==> config.mk <==
export PLATFORM = sky130hd
export DESIGN_NAME = dot_product_scheduler
export DESIGN_NICKNAME = d
export VERILOG_FILES = /design/src/rtl/dot_product_scheduler_pkg.sv /design/src/rtl/mm_sync_fifo.sv /design/src/rtl/dot_product_scheduler.sv
export SDC_FILE = /design/constraint.sdc
export NUM_CORES = 1
export LEC_CHECK = 0
export BUFFER_PORTS_ARGS = -buffer_cell sky130_fd_sc_hd__clkbuf_2
export CAP_MARGIN = 10
export CORE_MARGIN = 5
export CORE_UTILIZATION = 45
export DETAILED_ROUTE_END_ITERATION = 10
export PLACE_DENSITY = 0.75
export SLEW_MARGIN = 20
export SYNTH_ARGS = -nofsm -noshare
export SYNTH_HDL_FRONTEND = slang
export SYNTH_HIERARCHICAL = 1
export SYNTH_SLANG_ARGS = --single-unit
==> constraint.sdc <==
create_clock -name Clock -period 4.1 [get_ports Clock]
set_clock_uncertainty 0.2 [all_clocks]
set_input_delay 0.82 -clock Clock [delete_from_list [all_inputs] [get_ports Clock]]
set_output_delay 0.82 -clock Clock [all_outputs]
set_load 0.01 [all_outputs]
==> src/rtl/dot_product_scheduler_pkg.sv <==
// Shared state encoding and default widths for the dot-product scheduler slice.
package dot_product_scheduler_pkg;

    // Defaults shared with the vector summer and the matrix-multiply top level.
    localparam int DEF_DW    = 4;   // index width
    localparam int DEF_SW    = 17;  // datapath result width
    localparam int DEF_LAT   = 3;   // issue-to-result latency of the datapath
    localparam int DEF_DEPTH = 4;   // result FIFO entries

    // Scheduler pass states.
    typedef enum logic [1:0] {
        ST_IDLE  = 2'd0,
        ST_ISSUE = 2'd1,
        ST_DRAIN = 2'd2,
        ST_DONE  = 2'd3
    } state_e;

endpackage

==> src/rtl/mm_sync_fifo.sv <==
// First-word-fall-through synchronous FIFO: the head entry is visible while not empty.
module mm_sync_fifo
    import dot_product_scheduler_pkg::*;
#(
    parameter int WIDTH = DEF_SW + 2 * DEF_DW,
    parameter int DEPTH = DEF_DEPTH
) (
    input  logic                       clk,
    input  logic                       rst,
    input  logic                       push,
    input  logic [WIDTH-1:0]           push_data,
    input  logic                       pop,
    output logic [WIDTH-1:0]           pop_data,
    output logic                       full,
    output logic                       empty,
    output logic [$clog2(DEPTH+1)-1:0] count
);

    localparam int AW = $clog2(DEPTH);
    localparam int CW = $clog2(DEPTH + 1);
    localparam logic [AW-1:0] LAST_PTR = AW'(DEPTH - 1);
    localparam logic [CW-1:0] FULL_CNT = CW'(DEPTH);

    logic [WIDTH-1:0] mem_q [DEPTH];
    logic [AW-1:0]    wr_ptr_q, wr_ptr_d;
    logic [AW-1:0]    rd_ptr_q, rd_ptr_d;
    logic [CW-1:0]    count_q, count_d;
    logic             do_push, do_pop;

    assign empty    = (count_q == '0);
    assign full     = (count_q == FULL_CNT);
    assign count    = count_q;
    assign do_pop   = pop && !empty;
    // A pop in the same cycle frees the slot being written, so both proceed.
    assign do_push  = push && (!full || do_pop);
    // Masking the head keeps the outputs at zero while nothing is stored.
    assign pop_data = empty ? '0 : mem_q[rd_ptr_q];

    // Next pointer and occupancy values.
    always_comb begin
        wr_ptr_d = wr_ptr_q;
        rd_ptr_d = rd_ptr_q;
        if (do_push) begin
            wr_ptr_d = (wr_ptr_q == LAST_PTR) ? '0 : wr_ptr_q + AW'(1);
        end
        if (do_pop) begin
            rd_ptr_d = (rd_ptr_q == LAST_PTR) ? '0 : rd_ptr_q + AW'(1);
        end
        count_d = count_q + CW'(do_push) - CW'(do_pop);
    end

    // Pointer and occupancy registers.
    always_ff @(posedge clk) begin
        if (rst) begin
            wr_ptr_q <= '0;
            rd_ptr_q <= '0;
            count_q  <= '0;
        end else begin
            wr_ptr_q <= wr_ptr_d;
            rd_ptr_q <= rd_ptr_d;
            count_q  <= count_d;
        end
    end

    // Payload storage write.
    // NOTE: the storage array has no reset; validity lives entirely in count_q.
    always_ff @(posedge clk) begin
        if (do_push) begin
            mem_q[wr_ptr_q] <= push_data;
        end
    end

endmodule

==> src/rtl/dot_product_scheduler.sv <==
// Sequences one matrix-multiply pass: walks (row,col) row-major, issues operand
// requests under a credit limit, tags results through the fixed-latency datapath
// and drains them in order over a valid/ready port.
module dot_product_scheduler
    import dot_product_scheduler_pkg::*;
#(
    parameter int DW    = DEF_DW,
    parameter int SW    = DEF_SW,
    parameter int LAT   = DEF_LAT,
    parameter int DEPTH = DEF_DEPTH
) (
    input  logic          Clock,
    input  logic          Reset,
    input  logic          start,
    input  logic [DW-1:0] numRows,
    input  logic [DW-1:0] numCols,
    output logic          busy,
    output logic          done,
    output logic          issueValid,
    output logic [DW-1:0] rowIdx,
    output logic [DW-1:0] colIdx,
    input  logic [SW-1:0] dpSum,
    output logic          resValid,
    output logic [SW-1:0] resData,
    output logic [DW-1:0] resRow,
    output logic [DW-1:0] resCol,
    input  logic          resReady
);

    localparam int CW = $clog2(DEPTH + 1);
    localparam int FW = SW + 2 * DW;

    state_e                 state_q, state_d;
    logic [DW-1:0]          rows_q, rows_d;
    logic [DW-1:0]          cols_q, cols_d;
    logic [DW-1:0]          row_q, row_d;
    logic [DW-1:0]          col_q, col_d;
    logic [CW-1:0]          credits_q, credits_d;
    logic                   busy_q, busy_d;
    logic                   done_q, done_d;
    logic [LAT-1:0]         tag_vld_q, tag_vld_d;
    logic [LAT-1:0][DW-1:0] tag_row_q, tag_row_d;
    logic [LAT-1:0][DW-1:0] tag_col_q, tag_col_d;

    logic                   issue, last_col, last_issue, pop, drain_exit;
    logic                   fifo_push, fifo_full, fifo_empty;
    logic [FW-1:0]          fifo_wdata, fifo_rdata;
    logic [CW-1:0]          fifo_count;

    // A credit freed by this cycle's pop can be spent by this cycle's issue,
    // which keeps the request stream gap-free when DEPTH >= LAT+1.
    assign pop        = !fifo_empty && resReady;
    assign issue      = (state_q == ST_ISSUE) && ((credits_q != '0) || pop);
    assign last_col   = (col_q == cols_q - DW'(1));
    assign last_issue = issue && last_col && (row_q == rows_q - DW'(1));
    assign fifo_push  = tag_vld_q[LAT-1];
    assign fifo_wdata = {dpSum, tag_row_q[LAT-1], tag_col_q[LAT-1]};
    // The pass ends once nothing is in flight and the final entry leaves this cycle.
    assign drain_exit = (tag_vld_q == '0) &&
                        (fifo_empty || ((fifo_count == CW'(1)) && pop));

    assign busy       = busy_q;
    assign done       = done_q;
    assign issueValid = issue;
    assign rowIdx     = row_q;
    assign colIdx     = col_q;
    assign resValid   = !fifo_empty;
    assign {resData, resRow, resCol} = fifo_rdata;

    // Next-state logic for the pass FSM, index walk, credits and tag pipe.
    always_comb begin
        // NOTE: every target gets a default first so no path infers a latch.
        state_d   = state_q;
        rows_d    = rows_q;
        cols_d    = cols_q;
        row_d     = row_q;
        col_d     = col_q;

        unique case (state_q)
            ST_IDLE: begin
                if (start) begin
                    rows_d = numRows;
                    cols_d = numCols;
                    row_d  = '0;
                    col_d  = '0;
                    state_d = ((numRows != '0) && (numCols != '0)) ? ST_ISSUE : ST_DONE;
                end
            end
            ST_ISSUE: begin
                if (issue) begin
                    if (last_col) begin
                        col_d = '0;
                        row_d = row_q + DW'(1);
                    end else begin
                        col_d = col_q + DW'(1);
                    end
                    if (last_issue) begin
                        state_d = ST_DRAIN;
                    end
                end
            end
            ST_DRAIN: begin
                if (drain_exit) begin
                    state_d = ST_DONE;
                end
            end
            ST_DONE: begin
                state_d = ST_IDLE;
            end
            default: begin
                state_d = ST_IDLE;
            end
        endcase

        busy_d    = (state_d == ST_ISSUE) || (state_d == ST_DRAIN);
        done_d    = (state_d == ST_DONE);
        credits_d = credits_q - CW'(issue) + CW'(pop);

        tag_vld_d[0] = issue;
        tag_row_d[0] = row_q;
        tag_col_d[0] = col_q;
        for (int i = 1; i < LAT; i++) begin
            tag_vld_d[i] = tag_vld_q[i-1];
            tag_row_d[i] = tag_row_q[i-1];
            tag_col_d[i] = tag_col_q[i-1];
        end
    end

    // State registers; reset abandons any pass and flushes the tag pipe.
    always_ff @(posedge Clock) begin
        // NOTE: sequential state uses non-blocking assignments only.
        if (Reset) begin
            state_q   <= ST_IDLE;
            rows_q    <= '0;
            cols_q    <= '0;
            row_q     <= '0;
            col_q     <= '0;
            credits_q <= CW'(DEPTH);
            busy_q    <= 1'b0;
            done_q    <= 1'b0;
            tag_vld_q <= '0;
            tag_row_q <= '0;
            tag_col_q <= '0;
        end else begin
            state_q   <= state_d;
            rows_q    <= rows_d;
            cols_q    <= cols_d;
            row_q     <= row_d;
            col_q     <= col_d;
            credits_q <= credits_d;
            busy_q    <= busy_d;
            done_q    <= done_d;
            tag_vld_q <= tag_vld_d;
            tag_row_q <= tag_row_d;
            tag_col_q <= tag_col_d;
        end
    end

    mm_sync_fifo #(
        .WIDTH (FW),
        .DEPTH (DEPTH)
    ) u_res_fifo (
        .clk       (Clock),
        .rst       (Reset),
        .push      (fifo_push),
        .push_data (fifo_wdata),
        .pop       (pop),
        .pop_data  (fifo_rdata),
        .full      (fifo_full),
        .empty     (fifo_empty),
        .count     (fifo_count)
    );

    // Credits bound in-flight plus stored results, so a full FIFO never sees a push.
    a_no_overflow: assert property (@(posedge Clock) disable iff (Reset)
        !(fifo_push && fifo_full));

endmodule

==> flow_summary.ini, run 1 <==
[detailed_routing]
drt-pass1-iter-count = 4
routed_via_density = 5.06
drtAntennaViolNets = 0
drc_errors = 0
dr_wl_met2_um = 5230
vias = 3398
highest_layer = met4
drt-initial-drc-count = 246
routed_wl_um = 10500
wl_met3_um = 544
wirelength_met1_um = 4650
wire_per_inst_um = 15.7

[logic_synthesis]
syn_nets = 461
ys_ff_latch = 159
ys_types = 51
synth_area_leaders = edfxtp_1 (48%), dfxtp_1 (19%), mux4_2 (8.9%)
ys_seq_area_frac = 0.665
netlist_instances = 417
syn_area_um2 = 6290
synth_top_cell_by_area = edfxtp_1
ys_warn_count = 6
synth_top_area_share = 0.477
synthArstFlopShare = 0
synth-main-ff-cell = edfxtp_1
synth_edf_count = 100
synth_area_per_cell_um2 = 15.1

[sta]
timing.fmax_ghz = 0.302
grt_setup_unrepaired = no
tightest_slew_ps = 984
slew_violations = 0
whs_ps = 229
setup_viol = 0
fin_ws_ps = 786
finalSetupTns_ps = 0
fin_crit_sh = 0.808
finalHoldViolCount = 0
finalCriticalPeriod_ps = 3310
slew_headroom = 0.344

[cts]
cts_buffer_depth = 2
clockRootBuffer = clkbuf_16
insertion_delay_ps = 410
cts_tree = yes
ctsHtreeMaxLevel = 4
cts_made_buffers = 17
cts_resized = 0
hold_buffers = 0
clkTransAtPathRegs_ps = 60
cts_setup_buffers = 0
cts.sinks = 159

[critical_path]
setup.worst_path.end = resData[1]
r2r-end = credits_q[2]$_SDFF_PP1_
slowest_delay_ps = 720
cp_slowest_cell = dfxtp_2
reg2reg_depth = 14
path_class = reg -> out
end_kind = primary output
required_ps = 3080
start_kind = flip-flop
crit_path_max_fanout = 17
reg2reg_from = u_res_fifo/count[1]$_SDFF_PP0_
cp.arrival_ps = 2290
r2r_slack_ps = 1060
crit_chain = buf_4 > mux4_2 > nor2b_1 > clkbuf_2

[place]
port_buffers = 65
placed_area_um2 = 6730
dp_slack_ps = 821
gp_congestion = 0.756
dp_hpwl_um = 6750

[grt]
grt_pass1_vias = 3568
grt_overflow = 0
grt_pass1_wl_um = 17600
antenna_found_initial = 0
track_usage = 0.138
grt_max_degree = 59

[floorplanning]
ios = 66
dieArea_um2 = 16500
die_x_um = 128
chipHeight_um = 128
coreArea_um2 = 13800
start_util = 0.457
rows = 43

[worst_hold_path]
min_path_type = reg -> reg
hold_depth = 1

[power]
p_leak_nw = 2.70
vdd_ir_drop_max_v = 0.000316
power_density_nw_per_um2 = 476

[final_layout]
fill_cells = 1144
regArea_um2 = 4190
utilization = 0.532
syn2layout_area_growth_pct = 16.5
num_antenna_cells = 0
nNetsFinal = 522
drive_gt1_frac = 0.289
design_area_um2 = 7330
multi_input_comb_area_um2 = 1930

[run_status]
outcome = complete, no violations

[job]
max_cap_violations = 0
[layer usage]
metal	global-route usage	up-vias
met5	0	-
met4	0.0524	0
met3	0.0421	9
met2	0.222	79
met1	0.175	1670
li1	-	1640
[placed cells by master (no fill, tap or decap), drive strengths merged, types with 3 or more instances in the layout]
cell type / synthesis / routed
a21oi: 13 / 13
a31oi: 4 / 4
and2: 3 / 3
and3: 5 / 5
buf: 16 / 4
clkbuf: 10 / 81
clkinv: 0 / 5
dfxtp: 59 / 59
edfxtp: 100 / 100
ha: 13 / 13
inv: 12 / 19
mux4: 25 / 25
nand2: 26 / 26
nand3: 5 / 5
nand4: 5 / 5
nand4b: 3 / 3
nor2: 10 / 10
nor2b: 56 / 56
nor3: 5 / 5
o31ai: 3 / 3
or2: 3 / 3
xnor2: 9 / 9
xor2: 6 / 6
[per-stage QoR]
step                      cells  power [W]
after floorplan             417    0.00191
after global placement      639    0.00196
after detailed placement    639    0.00197
after CTS                   671    0.00353
after global routing        671    0.00364
final                       671    0.00349
[state kept, by name, summed over array words and instances (netlist names), named ones only]
register,flops
u_res_fifo/rd_ptr_q,2
fifo_wdata,8
credits_q,3
cols_q,4
tag_col_d,8
rowIdx,4
colIdx,4
done,1
busy,1
u_res_fifo/mem_q,100
state_q,2
rows_q,4
u_res_fifo/wr_ptr_q,2
tag_vld_q,3
tag_row_d,8
u_res_fifo/count,3
[logic make-up (layout without fill, tap and decap cells)]
logic type | Yosys count | after routing | share of synthesized area
xor gates and xnor gates | 16 | 16 | 0.0246
and+or+nand+nor | 133 | 133 | 0.124
DFF | 159 | 159 | 0.665
adders and majority gates | 15 | 15 | 0.0322
muxes | 27 | 27 | 0.0928
AOI/OAI and AO/OA | 29 | 29 | 0.0312
buffers and inverters | 38 | 112 | 0.0300
[critical path, delay by kind of cell (launching register included)]
kind                   cells  cell delay (ps)
AND/OR/NAND/NOR            1              140
multiplexers               1              530
flip-flops                 1              720
buffers and inverters      2              480
[worst min-delay path by stage]
stage                                        start                  endpoint
after floorplan            tag_col_d[8]$_SDFF_PP0_  fifo_wdata[0]$_SDFF_PP0_
after global placement    tag_col_d[10]$_SDFF_PP0_  fifo_wdata[2]$_SDFF_PP0_
after detailed placement   tag_col_d[6]$_SDFF_PP0_  tag_col_d[10]$_SDFF_PP0_
after CTS                 tag_col_d[10]$_SDFF_PP0_  fifo_wdata[2]$_SDFF_PP0_
after global routing       tag_row_d[9]$_SDFF_PP0_  fifo_wdata[5]$_SDFF_PP0_
final                     tag_col_d[10]$_SDFF_PP0_  fifo_wdata[2]$_SDFF_PP0_
[area by class of cell]
cell class / instances / share of cell area
sequential: 159 / 0.571
inverter: 12 / 0.00614
clock buffer: 17 / 0.0580
multi-input combinational: 220 / 0.263
timing repair buffer: 68 / 0.0474
clock inverter: 15 / 0.0237
tap: 180 / 0.0307
[cells in the mapped netlist (3+ instances only)]
cell type    n
edfxtp_1   100
dfxtp_1     59
nor2b_1     56
nand2_1     26
mux4_2      25
a21oi_1     13
ha_1        13
inv_1       12
buf_4       11
clkbuf_1    10
nor2_1      10
xnor2_1      9
xor2_1       6
nand4_1      5
a31oi_1      4
and3_2       4
buf_2        4
nand3_1      4
nand4b_1     3
nor3_1       3
[where the power goes]
part	internal, W	total (W)	leakage [nW]	switching [W]
combinational	0.0000795	0.000182	1.01	0.000102
clock	0.000918	0.00156	0.294	0.000644
sequential	0.00172	0.00175	1.39	0.0000238
total	0.00272	0.00349	2.70	0.000770
No activity file was read; power rests on OpenSTA's default activity.
==> run 2, diff against run 1 <==
--- a/config.mk
+++ b/config.mk
@@ -10,7 +10,7 @@
 export CORE_MARGIN = 5
 export CORE_UTILIZATION = 45
 export DETAILED_ROUTE_END_ITERATION = 10
-export PLACE_DENSITY = 0.75
+export PLACE_DENSITY = 0.77
 export SLEW_MARGIN = 20
 export SYNTH_ARGS = -nofsm -noshare
 export SYNTH_HDL_FRONTEND = slang
==> constraint.sdc (replaced) <==
create_clock -name Clock -period 2.7 [get_ports Clock]
set_clock_uncertainty 0.2 [all_clocks]
set_input_delay 0.54 -clock Clock [delete_from_list [all_inputs] [get_ports Clock]]
set_output_delay 0.54 -clock Clock [all_outputs]
set_load 0.01 [all_outputs]
==> run 2 against run 1 <==
Net effect:
- combinational power rose by 75%
- register-to-register slack worse by 910 ps
- flip-flop and latch count unchanged
- critical path type unchanged
- critical endpoint is now resCol[1]
==> flow_summary.ini, run 2 (same netlist as run 1, synthesis figures left out) <==
[critical_path]
start_kind = flip-flop
required_ps = 1960
cp.arrival_ps = 1830
path_class = reg -> out
crit_path_max_fanout = 25
reg2reg_depth = 14
end_kind = primary output

[power]
vdd_ir_drop_max_v = 0.000368
total_power_w = 0.00541
p_leak_nw = 2.74
power_density_nw_per_um2 = 723

[detailed_routing]
vias = 3445
drt-initial-drc-count = 187
wire_per_inst_um = 16.4
drtAntennaViolNets = 0
drt-pass1-iter-count = 4
routed_wl_um = 11100
drc_errors = 0
routed_via_density = 5.08

[sta]
slew_violations = 0
finalCriticalPeriod_ps = 2570
timing.fmax_ghz = 0.389
fin_crit_sh = 0.952
finalSetupTns_ps = 0
setup_viol = 0
fin_ws_ps = 130
slew_headroom = 0.537
finalHoldViolCount = 0
tightest_slew_ps = 694

[cts]
cts.sinks = 159
cts_buffer_depth = 2
ctsHtreeMaxLevel = 4
clockRootBuffer = clkbuf_16
cts_tree = yes
clkTransAtPathRegs_ps = 60
cts_made_buffers = 17
insertion_delay_ps = 410

[floorplanning]
coreArea_um2 = 13800
die_x_um = 128
ios = 66
rows = 43
chipHeight_um = 128
dieArea_um2 = 16500
start_util = 0.457

[grt]
antenna_found_initial = 0
grtUsageMet2 = 0.252
track_usage = 0.147
use_met3 = 0.0413
grt_pass1_vias = 3692
grt_max_degree = 28
globalRoute.busiestLayer = met2
grt_pass1_wl_um = 18500
grt_overflow = 0
met1_usage = 0.173

[final_layout]
syn2layout_area_growth_pct = 18.7
num_antenna_cells = 0
largest_reg_flops = 100
fin_cells = 678
regMostFlops = u_res_fifo/mem_q
drive_gt1_frac = 0.325
nNetsFinal = 530
utilization = 0.543
final_cell_mix = edfxtp_1 (100), clkbuf_2 (65), nor2b_1 (56), dfxtp_1 (56)
final_common_cell = edfxtp_1

[run_status]
outcome = complete, no violations

[place]
port_buffers = 65
dp_slack_ps = 42.8
dp_hpwl_um = 7020
gp_congestion = 0.823
dp_cells = 647

[worst_hold_path]
hold_depth = 1
min_path_type = in -> reg

[job]
max_cap_violations = 0
[run 2: routing by layer]
layer | wire (µm) | part of all wire | vias up
met2 | 5730 | 0.52 | 89
met5 | 0 | 0 | -
met3 | 683 | 0.061 | 10
li1 | - | - | 1654
met4 | 170 | 0.015 | 0
met1 | 4540 | 0.41 | 1692
[run 2: power by group]
part | switching (W) | internal (W)
sequential | 0.0000474 | 0.00262
combinational | 0.000171 | 0.000147
clock | 0.000959 | 0.00147
[run 2: area by class of cell]
class	count	area, µm²
fill	1120	6300
sequential	159	4190
multi-input combinational	220	1980
clock buffer	17	425
timing repair buffer	76	420
tap	180	225
clock inverter	14	180
inverter	12	50.0
[run 2: repair_timing]
action / CTS / global route
buffers inserted: 0 / 0
resized for setup: 0 / 1
hold buffers: 0 / 0
setup endpoints to repair: 0 / 2
[run 2: path summary, 6_finish.rpt]
check,startpoint,endpoint,slack (ps)
min reg2reg,tag_col_d[6]$_SDFF_PP0_,tag_col_d[10]$_SDFF_PP0_,230
max reg2reg,u_res_fifo/count[0]$_SDFF_PP0_,credits_q[2]$_SDFF_PP1_,150
max,flip-flop,resCol[1],130
min,dpSum[4],u_res_fifo/mem_q[0][12]$_DFFE_PP_,140
[run 2: metrics by stage]
stage / hold WS, ps / cell area (µm²)
2_1_floorplan: 214 / 6360
4_1_cts: 124 / 7470
5_1_grt: 118 / 7470
3_5_place_dp: 220 / 6860
6_report: 139 / 7470
3_3_place_gp: 219 / 6860
[run 2: worst max-delay path, cell delays in order (launching register included)]
cell and delay, ps:
dfxtp_2 340, buf_12 230, mux4_2 530, nor2b_1 160, clkbuf_2 150
==> run 3, diff against run 2 <==
--- a/config.mk
+++ b/config.mk
@@ -6,11 +6,12 @@
 export NUM_CORES = 1
 export LEC_CHECK = 0
 export BUFFER_PORTS_ARGS = -buffer_cell sky130_fd_sc_hd__clkbuf_2
-export CAP_MARGIN = 10
+export CAP_MARGIN = 40
 export CORE_MARGIN = 5
 export CORE_UTILIZATION = 45
 export DETAILED_ROUTE_END_ITERATION = 10
 export PLACE_DENSITY = 0.77
+export RECOVER_POWER = 100
 export SLEW_MARGIN = 20
 export SYNTH_ARGS = -nofsm -noshare
 export SYNTH_HDL_FRONTEND = slang
==> run 3 against run 2 <==
Net effect:
- wire length up 0.30%
- setup slack worse by 30 ps
- clock power about the same
- sequential power is essentially flat
- via count fell by 0.23%
- sequential share of layout area rose by 0.45 points
- register-to-register slack about the same
- first-iteration DRC count is 4.3% lower
- combinational power shrank 2%
- die area unchanged
==> flow_summary.ini, run 3 (same netlist as run 1, synthesis figures left out) <==
[detailed_routing]
vias = 3437
drt-initial-drc-count = 179
routed_via_density = 5.07
drt-pass1-iter-count = 4
wire_per_inst_um = 16.5
routed_wl_um = 11200
drc_errors = 0
drtAntennaViolNets = 0

[grt]
grt_pass1_vias = 3692
grt_pass1_wl_um = 18500
antenna_found_initial = 0
grt_overflow = 0
track_usage = 0.147
grt_max_degree = 28

[cts]
insertion_delay_ps = 410
ctsHtreeMaxLevel = 4
hold_buffers = 0
cts.sinks = 159
cts_made_buffers = 17
cts_buffer_depth = 2
clockRootBuffer = clkbuf_16
cts_tree = yes
clkTransAtPathRegs_ps = 60

[sta]
setup_viol = 0
fin_crit_sh = 0.963
finalHoldViolCount = 0
tightest_slew_ps = 1040
timing.fmax_ghz = 0.385
finalSetupTns_ps = 0
finalCriticalPeriod_ps = 2600
slew_headroom = 0.303
slew_violations = 0

[floorplanning]
start_util = 0.457
chipHeight_um = 128
coreArea_um2 = 13800
rows = 43
dieArea_um2 = 16500
die_x_um = 128
ios = 66

[critical_path]
crit_path_max_fanout = 25
required_ps = 1960
path_class = reg -> out
start_kind = flip-flop
cp.arrival_ps = 1860
reg2reg_from = u_res_fifo/count[0]$_SDFF_PP0_
end_kind = primary output

[final_layout]
largest_reg_flops = 100
design_area_um2 = 7410
final_cell_mix = edfxtp_1 (100), dfxtp_1 (57), nor2b_1 (56)
nNetsFinal = 530
regMostFlops = u_res_fifo/mem_q
utilization = 0.538
syn2layout_area_growth_pct = 17.7
drive_gt1_frac = 0.241
final_common_cell = edfxtp_1
num_antenna_cells = 0

[worst_hold_path]
min_path_type = in -> reg
hold_start = numCols[0]

[place]
gp_congestion = 0.823
dp_hpwl_um = 7020
placed_area_um2 = 6860
port_buffers = 65

[power]
vdd_ir_drop_max_v = 0.000380
power_density_nw_per_um2 = 729
p_leak_nw = 2.60

[run_status]
outcome = complete, no violations

[job]
max_cap_violations = 0
==> run 3: power by group <==
part / total (W) / switching (W) / internal, W
Clock: 0.00243 / 0.000961 / 0.00147
Combinational: 0.000311 / 0.000171 / 0.000140
Sequential: 0.00266 / 0.0000474 / 0.00262
Total: 0.00540 / 0.00118 / 0.00422
==> run 3: path summary, 6_finish.rpt <==
| kind | end | slack (ps) | cells after the start |
|---|---|---|---|
| worst max-delay path | resCol[1] | 100 | 4 |
| worst min-delay path | cols_q[0]$_SDFFE_PP0P_ | 160 | 3 |
| worst max register to register | credits_q[2]$_SDFF_PP1_ | 160 | 14 |
| worst min register to register | fifo_wdata[0]$_SDFF_PP0_ | 230 | 1 |
==> run 3: cell type report <==
| type | count | area [µm²] |
|---|---|---|
| Fill cell | 1132 | 6360 |
| Multi-Input combinational cell | 220 | 1980 |
| Sequential cell | 159 | 4190 |
| Clock inverter | 14 | 180 |
| Timing Repair Buffer | 76 | 367 |
| Inverter | 12 | 50.0 |
| Clock buffer | 17 | 425 |
| Tap cell | 180 | 225 |
==> run 3: stage by stage <==
step	hold slack, ps	total power, W	worst slack (ps)	cells
4_1_cts	124	0.00546	17.5	678
5_1_grt	149	0.00563	-5.09	678
3_5_place_dp	220	0.00303	42.8	647
2_1_floorplan	214	0.00292	-208	417
6_report	158	0.00540	100	678
3_3_place_gp	219	0.00301	100	647
==> run 3: what timing repair did <==
action,4_1_cts,5_1_grt
setup buffers,0,0
gates resized for setup,0,1
setup endpoints to repair,0,2
==> run 3: worst max-delay path, cell delays in order, from the launching register on <==
cell and delay (ps):
dfxtp_1 360, buf_12 240, mux4_2 530, nor2b_1 160, clkbuf_2 150
==> run 3: routing by layer <==
metal | part of all wire | track usage
met5 | 0 | 0
met3 | 0.061 | 0.0413
met1 | 0.41 | 0.173
met2 | 0.52 | 0.252
met4 | 0.013 | 0.0618
